$ cat src/rtl/bp_io_mem_responder.sv
// IO-side uncached memory target: serves uc_rd / uc_wr from a small register file
// after a fixed latency. Message = {data[cce_block_width_p], payload, size[3], addr, msg_type[4]}.
module bp_io_mem_responder
  #(parameter int paddr_width_p     = 40
  , parameter int cce_block_width_p = 512
  , parameter int lce_id_width_p    = 4
  , parameter int lce_assoc_p       = 8
  , parameter int els_p             = 16
  , parameter int latency_p         = 2
  , parameter logic [paddr_width_p-1:0] base_addr_p = paddr_width_p'('h0010_0000)
  , localparam int way_width_lp         = $clog2(lce_assoc_p)
  , localparam int payload_width_lp     = lce_id_width_p + way_width_lp + 1
  , localparam int hdr_width_lp         = 4 + paddr_width_p + 3 + payload_width_lp
  , localparam int cce_mem_msg_width_lp = hdr_width_lp + cce_block_width_p
  )
  (input  logic                            clk_i
  , input  logic                            reset_n_i
  , input  logic [cce_mem_msg_width_lp-1:0] io_cmd_i
  , input  logic                            io_cmd_v_i
  , output logic                            io_cmd_yumi_o
  , output logic [cce_mem_msg_width_lp-1:0] io_resp_o
  , output logic                            io_resp_v_o
  , input  logic                            io_resp_ready_i
  );

  localparam int idx_width_lp = $clog2(els_p);
  localparam int size_lsb_lp  = 4 + paddr_width_p;
  localparam logic [3:0] uc_rd_c = 4'd2;
  localparam logic [3:0] uc_wr_c = 4'd3;

  typedef enum logic [1:0] {e_ready, e_wait, e_resp} state_e;

  state_e                    state_q, state_d;
  logic [7:0]                cnt_q, cnt_d;
  logic [hdr_width_lp-1:0]   hdr_q, hdr_d;
  logic [63:0]               rdata_q, rdata_d;
  logic [63:0]               mem_q [els_p];

  logic [3:0]                cmd_type;
  logic [paddr_width_p-1:0]  cmd_addr, offset;
  logic [2:0]                cmd_size, eb;
  logic [63:0]               cmd_data, fmask, wmask, wdata, rd_val;
  logic [1:0]                n_log;
  logic [5:0]                shift_amt;
  logic [idx_width_lp-1:0]   idx;
  logic                      in_range, accept, wr_en;
  logic                      unused_data;

  assign cmd_type    = io_cmd_i[3:0];
  assign cmd_addr    = io_cmd_i[4 +: paddr_width_p];
  assign cmd_size    = io_cmd_i[size_lsb_lp +: 3];
  assign cmd_data    = io_cmd_i[hdr_width_lp +: 64];
  assign unused_data = ^io_cmd_i[cce_mem_msg_width_lp-1:hdr_width_lp+64];

  // Below-base addresses wrap to huge offsets, so one unsigned compare covers both bounds.
  assign offset    = cmd_addr - base_addr_p;
  assign in_range  = offset < paddr_width_p'(els_p * 8);
  assign idx       = offset[3 +: idx_width_lp];
  assign n_log     = (cmd_size > 3'd3) ? 2'd3 : cmd_size[1:0];
  assign eb        = offset[2:0] & ~((3'd1 << n_log) - 3'd1);
  assign shift_amt = {eb, 3'b000};

  always_comb begin
    // NOTE: every comb output gets a default first, so no path can infer a latch.
    fmask = '1;
    case (n_log)
      2'd0:    fmask = 64'h0000_0000_0000_00ff;
      2'd1:    fmask = 64'h0000_0000_0000_ffff;
      2'd2:    fmask = 64'h0000_0000_ffff_ffff;
      default: fmask = '1;
    endcase
  end

  assign wmask  = fmask << shift_amt;
  assign wdata  = (cmd_data & fmask) << shift_amt;
  assign rd_val = (mem_q[idx] >> shift_amt) & fmask;

  assign accept = reset_n_i && (state_q == e_ready) && io_cmd_v_i;
  assign wr_en  = accept && (cmd_type == uc_wr_c) && in_range;

  // State register
  always_ff @(posedge clk_i or negedge reset_n_i) begin
    // NOTE: sequential state uses non-blocking assignments only, so all flops update together.
    if (!reset_n_i) begin
      state_q <= e_ready;
      cnt_q   <= '0;
      hdr_q   <= '0;
      rdata_q <= '0;
    end else begin
      state_q <= state_d;
      cnt_q   <= cnt_d;
      hdr_q   <= hdr_d;
      rdata_q <= rdata_d;
    end
  end

  // NOTE: the register file is reset word by word, which keeps it in flops rather than RAM.
  always_ff @(posedge clk_i or negedge reset_n_i) begin
    if (!reset_n_i) begin
      for (int i = 0; i < els_p; i++) mem_q[i] <= '0;
    end else if (wr_en) begin
      mem_q[idx] <= (mem_q[idx] & ~wmask) | wdata;
    end
  end

  // Next-state logic
  always_comb begin
    state_d = state_q;
    unique case (state_q)
      e_ready: if (accept) state_d = (latency_p == 0) ? e_resp : e_wait;
      e_wait:  if (cnt_q == '0) state_d = e_resp;
      e_resp:  if (io_resp_ready_i) state_d = e_ready;
      default: state_d = e_ready;
    endcase
  end

  // Latched response and latency counter; the read happens against pre-write contents.
  always_comb begin
    cnt_d   = cnt_q;
    hdr_d   = hdr_q;
    rdata_d = rdata_q;
    if (accept) begin
      cnt_d   = (latency_p == 0) ? 8'd0 : 8'(latency_p - 1);
      hdr_d   = io_cmd_i[hdr_width_lp-1:0];
      rdata_d = ((cmd_type == uc_rd_c) && in_range) ? rd_val : 64'd0;
    end else if ((state_q == e_wait) && (cnt_q != '0)) begin
      cnt_d = cnt_q - 8'd1;
    end
  end

  // Output logic
  always_comb begin
    io_cmd_yumi_o = accept;
    io_resp_v_o   = (state_q == e_resp);
    io_resp_o     = {cce_block_width_p'(rdata_q), hdr_q};
  end

endmodule

$ cat config.mk
export PLATFORM = sky130hd
export DESIGN_NAME = bp_io_mem_responder
export DESIGN_NICKNAME = d
export VERILOG_FILES = /design/src/rtl/bp_io_mem_responder.sv
export SDC_FILE = /design/constraint.sdc
export NUM_CORES = 2
export LEC_CHECK = 0
export BUFFER_PORTS_ARGS = -buffer_cell sky130_fd_sc_hd__buf_2
export CAP_MARGIN = 20
export CORE_AREA = 10 10 430 432
export CTS_CLUSTER_SIZE = 12
export DETAILED_ROUTE_END_ITERATION = 8
export DIE_AREA = 0 0 440 442
export PLACE_DENSITY = 0.48
export RECOVER_POWER = 100
export SKIP_CTS_REPAIR_TIMING = 1
export SLEW_MARGIN = 20
export SYNTH_ARGS = -nofsm -noshare
export SYNTH_HDL_FRONTEND = slang
export SYNTH_SLANG_ARGS = --single-unit
$ cat constraint.sdc
create_clock -name clk_i -period 4.06 [get_ports clk_i]
set_input_delay 0.812 -clock clk_i [delete_from_list [all_inputs] [get_ports clk_i]]
set_output_delay 0.812 -clock clk_i [all_outputs]
set_load 0.03 [all_outputs]
# Word level (Yosys, flattened, before mapping)
# Cells that the tools add are included.
# word_totals
register_bits,1153
latch_bits,0
mem_bits_rw,0
mem_bits_ro,0
inputBits,571
output_inout_bits,569
elab_cells,76
mem_count,0
# op_classes
add_sub_neg,3
mul,0
div,0
order_cmp,4
eq_ne,9
n_shift,4
muxes,15
n_bitwise,8
reduce_logical,13
# ops
cell,n
$bwmux W1024,1
$bmux W64 S4,1
$demux W64 S4,1
$mux W64,4
$and A64 B64 Y64,3
$pmux W64 S3,1
$shl A64 B6 Y64,2
$not A64 Y64,1
$or A64 B64 Y64,1
$shr A64 B6 Y64,1
$lt A40 B8 Y1 const B,1
$sub A40 B21 Y40 const B,1
$mux W8,2
$eq A4 B2 Y1 const B,2
$logic_not A8 Y1,1
$mux W2,4
$reduce_bool A8 Y1,1
$sub A8 B1 Y8 const B,1
$logic_and A1 B1 Y1,7
$pmux W2 S3,1
$ge A5 B5 Y1 const B,1
$lt A5 B1 Y1 const B,1
$not A4 Y5,1
$eq A2 B1 Y1 const B,2
11 further kinds,14

# Logic depth before layout (Yosys ltp)
# logic_depth
word_depth,11
mapped_depth,13
depth_no_buf,9

# Least setup slack after synthesis
# OpenSTA, ideal clock, no wires.
# synth_path
path_type,in2reg
start,in io_cmd_i[7]
end,reg mem_q[371] in the netlist's numbering
setup_ns,0.130
arrival_ns,3.018
required_time_ns,3.930
path_slack_ns,0.912
stages,8
path_buffers,3
cell_sequence,buf_4 buf_2 mux4_2 a222oi_1 inv_1 a222oi_1 buf_2 o21ai_0
# synth_via
elab_chain_cells,8
word_cells_on_any_way,15
cone_classes,add/sub: 1; order compare: 3; mux: 6; bitwise: 3; reduce/logical: 2
# synth_rtl
item,line_no,source
"start, declared",18,", input logic [cce_mem_msg_width_lp-1:0] io_cmd_i"
$sub A40 B21 Y40 (*),56,assign offset = cmd_addr - base_addr_p;
$not A4 Y5,102,mem_q[idx] <= (mem_q[idx] & ~wmask) | wdata;
$bmux W64 S4,102,
$mux W64 (implied by the code) (2 in a row),102,
$and A64 B64 Y64,102,
$or A64 B64 Y64,102,
$bwmux W1024,102,
"end signal, assigned by index",102,
"end, declared",37,logic [63:0] mem_q [els_p];
# Mark *: on every way between the ends. The rest lies on a longest branch, timed or not. The select of a mux whose other input is x is not followed.
# A chain may end at the register's enable or synchronous reset.

# Worst setup path after layout
# layout_path
start,reg state_q[1]
end,reg mem_q[620] in the netlist's numbering
# layout_via
elab_chain_cells,5
# layout_rtl
item,line_no,source
"start, declared",33,"state_e state_q, state_d;"
"start signal, assigned",85,state_q <= e_ready;
"start signal, assigned",90,state_q <= state_d;
$logic_not A2 Y1,78,assign accept = reset_n_i && (state_q == e_ready) && io_cmd_v_i;
$logic_and A1 B1 Y1 (2 in a row),78,
$logic_and A1 B1 Y1 (2 in a row),79,assign wr_en = accept && (cmd_type == uc_wr_c) && in_range;
# No other way between the ends.

==> results.txt <==
ANT nets after route = 0
proportion of synthesized area in mux cells = 11.27%
gr usage total = 20.29%
max-cap violations = 10
first-pass GRT wire length = 294300 µm
layout cells sized above 1 = 13.75%
RePlAce Congestion = 0.8935
clk_lat worst skew = 0.78 ns
CTS Buf Count = 134
DR vias = 41.05k
DIE WIDTH = 440 µm
Routed WL = 203300 µm
Synth Cell Area = 55240 µm²
Commonest cells post-synth = nand2_1 (1308), dfrtp_1 (1153), o21ai_0 (1139)
Synth Area in Simple Gates = 11.08%
largest family of logic cells by synthesized area = compound AO/OA/AOI/OAI gates
H-tree depth = 4
vias per cell = 4.973
crit-path cells = nor2_1 > nand3_4 > inv_1 > nand4_1 > clkbuf_1 > nor4_4 > buf_4 > nand3_4 > clkbuf_2 > o21ai_0
Critical Path Fanout Max = 42
RSZ-0062 raised after global routing = false
Critical Path Start Type = flip-flop
Synth Area in Compound Gates = 15.45%
xor/xnor share of the synthesized area = 0.1268%
Final Slew Violations = 827
Max-slew headroom = -62.33%
starting density of the core = 31.44%
Reg2Reg Launch Point = state_q[1]
Seq/Total Area, Yosys = 52.23%
CP most frequent cell = nand3_4
Syn Area/Cell = 9.877 µm²
fin crit share = 85.85%
Max clock buf depth = 3
final non-filler cell total = 8253
number of DRC markers in iteration 0 = 3702
Worst VDD drop = 0.2735 mV
final hold violation count = 0
setup ws final = 0.5745 ns
Pre-antenna DRT Iters = 6
layout net count = 6369
design area = 62790 µm²
Fin Setup TNS = 0 ns
hold crit path type = in2async
Worst Setup Slack post-DPL = 0.02406 ns
Critical-path top delay cell = clkbuf_2
vias in the first global route = 40.51k
Synth Flop Type = dfrtp_1
area delta synth->final = 13.66%
Critical Path AT = 4.15 ns
Post-synth EDFFs = 0
port buffer count = 243
skew final = 0.02863 ns
die area = 194500 µm²
largest cells by area after synthesis = dfrtp_1 (52%), o21ai_0 (10%), nand2_1 (8.9%)
Die H = 442 µm
mean routed wirelength per cell = 24.63 µm
TritonCTS clock tree = done
Tot Pwr = 28.18 mW
Leak = 28.82 nW
post-synthesis adder-cell area fraction = 0.04530%
failing checks = capacitance limit, slew limit
class of the most critical setup path = reg2reg
Overflow after GRT = 0
YS warnings = 0
DP HPWL = 140700 µm
top cell type's share of synthesized area = 52.23%
cell count after synthesis = 5593
asr flop ratio synth = 100.0%
largest net degree at the start of global routing = 154
WP buf/inv = 4
post-synth top area cell = dfrtp_1
clock root buffer = clkbuf_16
CTS sink count = 1153
I/O Pins = 1140
final setup vio count = 0
most common cell in the netlist = nand2_1
Worst-path clk slew = 0.06 ns
Slew @ Worst Pin = 2.435 ns
placed cell count = 8000
status = finished with violations
post-route DRC violation count = 0
final core utilization = 35.73%
CP required = 4.72 ns
Hold Slack = 0.2110 ns
crit-path max cell delay = 0.64 ns
CP endpoint kind = flip-flop
initial antenna violation count = 16
Synth cell types = 62
Seq cells post-synth = 1153
pwr/cell area = 448.8 nW/µm²
kind of cell adding the most delay to the critical path = buffers and inverters
Placed Area = 58730 µm²
minimum clock period = 3.486 ns
top achievable clock speed = 0.2869 GHz
cell row count = 154
CP Launch Point = state_q[1]
core box area = 175700 µm²
[registers in the layout (all words and copies together), names as in the netlist]
signal,cells
cnt_q,8
hdr_q,55
state_q,2
mem_q,1024
rdata_q,64
[final timing paths]
path,end,slack (ns),cells after the start
max reg2reg,mem_q[620],0.57,10
min in group clk_i,hdr_q[47],0.25,3
min,mem_q[78],0.21,2
max in group asynchronous,mem_q[635],0.94,3
max,mem_q[620],0.57,10
min reg2reg,mem_q[27],0.47,2
[final cells by class]
type	count	area, µm²
tap	2340	2928
timing repair buffer	532	3721
inverter	19	71.32
clock inverter	49	551.8
multi-input combinational	3956	22750
antenna	9	22.52
fill	18050	112900
sequential	1153	28850
clock buffer	195	3894
[cells in the final DEF, fill, tap and decap left out, types with 8 or more instances in the layout]
cell	count
a211oi_1	13
a21o_1	15
a21oi_1	35
a221oi_1	87
a222oi_1	21
a22o_1	12
a22oi_1	90
a311oi_1	8
and3_1	9
buf_12	41
buf_2	116
buf_4	217
clkbuf_1	164
clkbuf_16	135
clkbuf_2	13
clkbuf_8	30
clkinv_2	25
conb_1	448
dfrtp_1	1153
diode_2	9
inv_1	19
mux2_2	23
mux2i_1	262
mux4_2	148
nand2_1	1301
nand3_1	8
nand4_1	9
nor2_1	154
nor2b_1	10
nor3_1	18
o21ai_0	1149
o22a_1	9
o22ai_1	16
[report_power, final]
| group | internal [mW] | switching [mW] | total, mW | leakage, nW |
|---|---|---|---|---|
| clock network | 7.11 | 5.13 | 12.2 | 2.20 |
| registers | 11.8 | 0.180 | 12.0 | 16.0 |
| logic | 0.856 | 3.09 | 3.95 | 10.6 |
| total | 19.8 | 8.40 | 28.2 | 28.8 |
[cell families after synthesis]
kind of cell	after synthesis
DFF	1153
buffers and inverters	931
and+or+nand+nor	1562
xor gates and xnor gates	8
muxes	434
other	1
adders and majority gates	2
AOI/OAI and AO/OA	1502
[metal layers]
layer,track usage [%],part of all wire [%]
met3,3.156,6.3
met1,27.03,43
met4,8.652,4.8
met5,0,0.013
met2,32.64,46
Note: power is estimated with default switching activity, not from simulation.
